$ cat src/rtl/data_mem_arb_pkg.sv
// Shared types and constants for the Data_Memory arbiter.
package data_mem_arb_pkg;

    typedef enum logic [1:0] {
        IDLE   = 2'd0,
        ACCESS = 2'd1,
        ACK    = 2'd2
    } state_t;

    localparam logic PORT_CPU = 1'b0;
    localparam logic PORT_DBG = 1'b1;

    // Edges from the cycle req is first presented to the cycle ack is high.
    localparam int ACK_LATENCY = 2;

endpackage

$ cat src/rtl/rr_arbiter_2.sv
// Two-requester picker: a lone requester wins outright. On a tie the port
// that did not win last time is chosen, unless FIXED_PRIO pins the CPU port.
module rr_arbiter_2
    import data_mem_arb_pkg::*;
#(
    parameter int FIXED_PRIO = 0
) (
    input  logic [1:0] req,
    input  logic       last_grant,
    output logic       grant_valid,
    output logic       grant_id
);

    // Pure combinational pick; the caller registers the result.
    always_comb begin
        grant_valid = |req;
        grant_id    = PORT_CPU;
        case (req)
            2'b10:   grant_id = PORT_DBG;
            2'b11:   grant_id = (FIXED_PRIO != 0) ? PORT_CPU : ~last_grant;
            default: grant_id = PORT_CPU;
        endcase
    end

endmodule

$ cat src/rtl/data_mem_arbiter.sv
// Shares the single-port Data_Memory between the CPU load/store port (0)
// and the debug/loader port (1). One access per transaction, sequenced
// IDLE -> ACCESS -> ACK; every memory-side output comes from a flop.
module data_mem_arbiter
    import data_mem_arb_pkg::*;
#(
    parameter int ADDR_W     = 5,
    parameter int DATA_W     = 8,
    parameter int FIXED_PRIO = 0
) (
    input  logic              clock,
    input  logic              reset,
    input  logic              r0_req,
    input  logic              r0_we,
    input  logic [ADDR_W-1:0] r0_addr,
    input  logic [DATA_W-1:0] r0_wdata,
    output logic              r0_ack,
    input  logic              r1_req,
    input  logic              r1_we,
    input  logic [ADDR_W-1:0] r1_addr,
    input  logic [DATA_W-1:0] r1_wdata,
    output logic              r1_ack,
    output logic [DATA_W-1:0] rdata,
    output logic              owner,
    output logic              busy,
    output logic              mem_en,
    output logic [ADDR_W-1:0] mem_addr,
    output logic [DATA_W-1:0] mem_din,
    input  logic [DATA_W-1:0] mem_dout
);

    state_t            state, state_nxt;
    logic              last_grant;
    logic              grant_valid, grant_id;
    logic              sel_we;
    logic [ADDR_W-1:0] sel_addr;
    logic [DATA_W-1:0] sel_wdata;

    rr_arbiter_2 #(.FIXED_PRIO(FIXED_PRIO)) u_arb (
        .req        ({r1_req, r0_req}),
        .last_grant (last_grant),
        .grant_valid(grant_valid),
        .grant_id   (grant_id)
    );

    // Steer the winning port's request onto the latch inputs.
    always_comb begin
        sel_we    = r0_we;
        sel_addr  = r0_addr;
        sel_wdata = r0_wdata;
        if (grant_id == PORT_DBG) begin
            sel_we    = r1_we;
            sel_addr  = r1_addr;
            sel_wdata = r1_wdata;
        end
    end

    // State register.
    always_ff @(posedge clock or negedge reset) begin
        if (!reset) state <= IDLE;
        else        state <= state_nxt;
    end

    // Next-state: wait for a grant, then one ACCESS and one ACK cycle.
    always_comb begin
        state_nxt = state;
        case (state)
            IDLE:    if (grant_valid) state_nxt = ACCESS;
            ACCESS:  state_nxt = ACK;
            ACK:     state_nxt = IDLE;
            default: state_nxt = IDLE;
        endcase
    end

    // Request latch, memory drive, read capture and ack generation.
    // last_grant resets to DBG so the CPU port wins the first tie.
    always_ff @(posedge clock or negedge reset) begin
        if (!reset) begin
            r0_ack     <= 1'b0;
            r1_ack     <= 1'b0;
            mem_en     <= 1'b0;
            mem_addr   <= '0;
            mem_din    <= '0;
            rdata      <= '0;
            owner      <= PORT_CPU;
            busy       <= 1'b0;
            last_grant <= PORT_DBG;
        end else begin
            case (state)
                IDLE: begin
                    if (grant_valid) begin
                        mem_en   <= sel_we;
                        mem_addr <= sel_addr;
                        mem_din  <= sel_wdata;
                        owner    <= grant_id;
                        busy     <= 1'b1;
                    end
                end
                ACCESS: begin
                    // mem_en still holds the latched op: low means a read.
                    if (!mem_en) rdata <= mem_dout;
                    mem_en     <= 1'b0;
                    r0_ack     <= (owner == PORT_CPU);
                    r1_ack     <= (owner == PORT_DBG);
                    last_grant <= owner;
                end
                ACK: begin
                    r0_ack <= 1'b0;
                    r1_ack <= 1'b0;
                    busy   <= 1'b0;
                end
                default: begin
                    r0_ack <= 1'b0;
                    r1_ack <= 1'b0;
                    mem_en <= 1'b0;
                    busy   <= 1'b0;
                end
            endcase
        end
    end

endmodule

$ cat config.mk
export PLATFORM = sky130hd
export DESIGN_NAME = data_mem_arbiter
export DESIGN_NICKNAME = d
export VERILOG_FILES = /design/src/rtl/data_mem_arb_pkg.sv /design/src/rtl/rr_arbiter_2.sv /design/src/rtl/data_mem_arbiter.sv
export SDC_FILE = /design/constraint.sdc
export NUM_CORES = 1
export LEC_CHECK = 0
export CAP_MARGIN = 20
export CORE_MARGIN = 2
export CORE_UTILIZATION = 43
export CTS_BUF_LIST = sky130_fd_sc_hd__clkbuf_4
export CTS_CLUSTER_DIAMETER = 80
export DETAILED_ROUTE_END_ITERATION = 7
export PLACE_DENSITY = 0.86
export REMOVE_ABC_BUFFERS = 1
export SYNTH_ARGS = -nofsm -noshare
export SYNTH_HDL_FRONTEND = slang
export SYNTH_HIERARCHICAL = 1
export SYNTH_SLANG_ARGS = --single-unit
$ cat constraint.sdc
create_clock -name clock -period 1.94 [get_ports clock]
set_clock_uncertainty 0.05 [all_clocks]
set_input_delay 0.388 -clock clock [delete_from_list [all_inputs] [get_ports clock]]
set_output_delay 0.388 -clock clock [all_outputs]
set_load 0.05 [all_outputs]
==> run metrics, run 1 <==
initial antenna violation count=0; CP max-delay cell=dlygate4sd2_1; share of cells above drive strength 1=0.198; Setup CP Type=reg2out; clk buf depth=2; Commonest cells post-synth=dfrtp_1, mux2i_1, nor2_1; First DRT Iteration DRCs=26; Async SR Flop Fraction=1.00; Pre-Repair DR Iteration Count=6; Remaining DRCs=0; Setup WS post-layout=0.252 ns; RR Startpoint=state[1]; Setup WS pre-CTS=0.149 ns; FMAX=between 500 and 600 MHz; top cell type's share of synthesized area=0.552; Worst Hold Class=in2async; delay of the slowest critical-path stage=between 0.5 and 0.6 ns; Cell Area, Synth=0.00127 mm²; crit path cell chain=dlygate4sd2_1; Yosys cell types=20; FF+latch count, synth=29; EDFF count, synth=0; leakage=approximately 0.98 nW; Fin. Hold Viols=0; I/O pin count=66; power density over cell area=~1800 mW/mm²; Max-Cap Viols=0; first-pass GRT wire length=~4600 µm; routed vias=around 1000; Seq/Total Area, Yosys=0.572; final cycle utilization of the critical path=0.870; Final setup viols=0; Min Clock Period, post-route=around 1.7 ns; Die X=a little under 60 µm; root buffer cell=clkbuf_4; GRT overflow=0; cts hold-fix bufs=0; Data required, critical path=about 1.5 ns; Nets=approximately 210; largest net degree at the start of global routing=31; cell with the most instances after synthesis=dfrtp_1; Post-Syn Instances=102; Layout area overhead=58.9%; max-slew violation count=0; worst path bufs/invs=1; relative slew slack=0.651; crit start category=flip-flop; Finished Layout Cells=roughly 200; top_reg_cell synth=dfrtp_1; Syn Area/Cell=12.5 µm²; CTS Sinks=29; TritonCTS clock tree=yes; PortBufs=65; fill cell count=between 150 and 200; Yosys warning total=6; Clock Latency Late Sink=approximately 0.31 ns; Post-CTS Setup Bufs=0; CP arrival=approximately 1.3 ns; critical path's top delay family=buffers and inverters; Final ANT Viol Nets=0; core area=between 0.002 and 0.003 mm²; vias in the first global route=roughly 1000; Critical path origin=mem_din[4]; Reg area=727 µm²; initial core utilization=0.457; Inst Count DP=196; clock-pin slew on the worst setup and hold paths=0.08 ns; critical path depth=1; crit-path max FO=2; gpl congestion=slightly above 0.7; full die area=0.00340 mm²; Routed WL=2880 µm; hpwl dp=between 2000 and 2500 µm; Yosys top cell by area=dfrtp_1; Worst Setup End Kind=output port; Design Power=roughly 0.0037 W; status=completed; H-Tree Depth=2; vias per cell=~5.0; VDD IR max=approximately 0.0014 V; row count=19; Die H=~60 µm; Global Route Usage Sum=0.185; area of the multi-input gates=between 500 and 600 µm²; R2R cell count=3; WL per Instance=14.2 µm; top cells by area, synth=dfrtp_1, mux2i_1, mux2_4; RSZ-0062 raised after global routing=false; # diodes=0; total CTS buffers=5; Least-Margin Pin Slew=~0.53 ns
## path summary, 6_finish.rpt
kind | to | slack, ns
min reg2reg | busy | 0.43
max in group asynchronous | last_grant | 1.14
min in group clock | busy | 0.43
max | mem_din[4] | 0.25
max reg2reg | rdata[2] | 0.58
min | mem_din[4] | 0.38
## area by class of cell
| type | count | area share |
|---|---|---|
| multi-input cells | 65 | 0.252 |
| well taps | 31 | 0.0192 |
| clock inverters | 1 | 0.00186 |
| clock buffers | 6 | 0.0223 |
| repair buffers | 68 | 0.339 |
| inverters | 3 | 0.00558 |
| flip-flops and latches | 29 | 0.360 |
## routing by layer
layer  track usage  wire (µm)
met2         0.297       1420
met3        0.0967        312
met1         0.215       1110
met5             0          0
met4        0.0598         30
## metrics by stage
stage,utilization,area (µm²),setup TNS (ns),hold slack [ns]
finish,0.726,2020,0,0.383
CTS,0.717,2000,0,0.385
global route,0.726,2020,0,0.396
detailed placement,0.702,1950,0,0.424
global placement,0.702,1950,0,0.415
floorplan,-,1240,-0.963,0.0424
## placed cells by master, fill, tap and decap left out
master            n
a211oi_1          1
a21boi_2          1
a21o_1            1
a21oi_1          13
buf_12            2
buf_4            13
clkbuf_4          6
clkdlybuf4s50_1  39
clkinv_1          1
dfrtp_1          28
dfstp_2           1
dlygate4sd2_1     5
dlymetal6s2s_1    9
inv_1             3
mux2_4            8
mux2i_1          16
nand2_1           2
nand2b_4          1
nor2_1           16
nor2_8            1
nor2b_1           1
nor3b_2           1
o21ai_0           1
o21ai_1           1
or2_1             1
## worst register-to-register path, cell delays in order, from the launching register on
cell	delay, ns
dfrtp_1	0.46
nand2b_4	0.21
nor2_8	0.21
mux2_4	0.33
## where the power goes
group / internal [W] / total, W / switching (W)
clock network: 0.000145 / 0.000334 / 0.000189
registers: 0.000905 / 0.00111 / 0.000203
logic: 0.000809 / 0.00221 / 0.00140
## cells by family after synthesis
kind of cell / after synthesis / share of synthesized area
muxes: 24 / 0.221
and+or+nand+nor: 23 / 0.0995
buffers and inverters: 8 / 0.0305
DFF: 29 / 0.572
AOI/OAI and AO/OA: 18 / 0.0768
## repair_timing
item	4_1_cts	5_1_grt
gates resized for setup	5	9
endpoints found under the setup margin	5	9
pin swaps	0	0
## sequential cells by signal, summed over array words and instances, names as in the netlist
| register | flops |
|---|---|
| r1_ack | 1 |
| r0_ack | 1 |
| last_grant | 1 |
| mem_din | 8 |
| mem_addr | 5 |
| state | 2 |
| rdata | 8 |
| mem_en | 1 |
| busy | 1 |
| owner | 1 |
(Power assumes the default switching activity.)
==> run 2, diff against run 1 <==
- ABC_CLOCK_PERIOD_IN_PS: not set -> 1940
==> results of run 2 <==
Same layout as run 1: the final DEF is identical, and so are final timing and power.
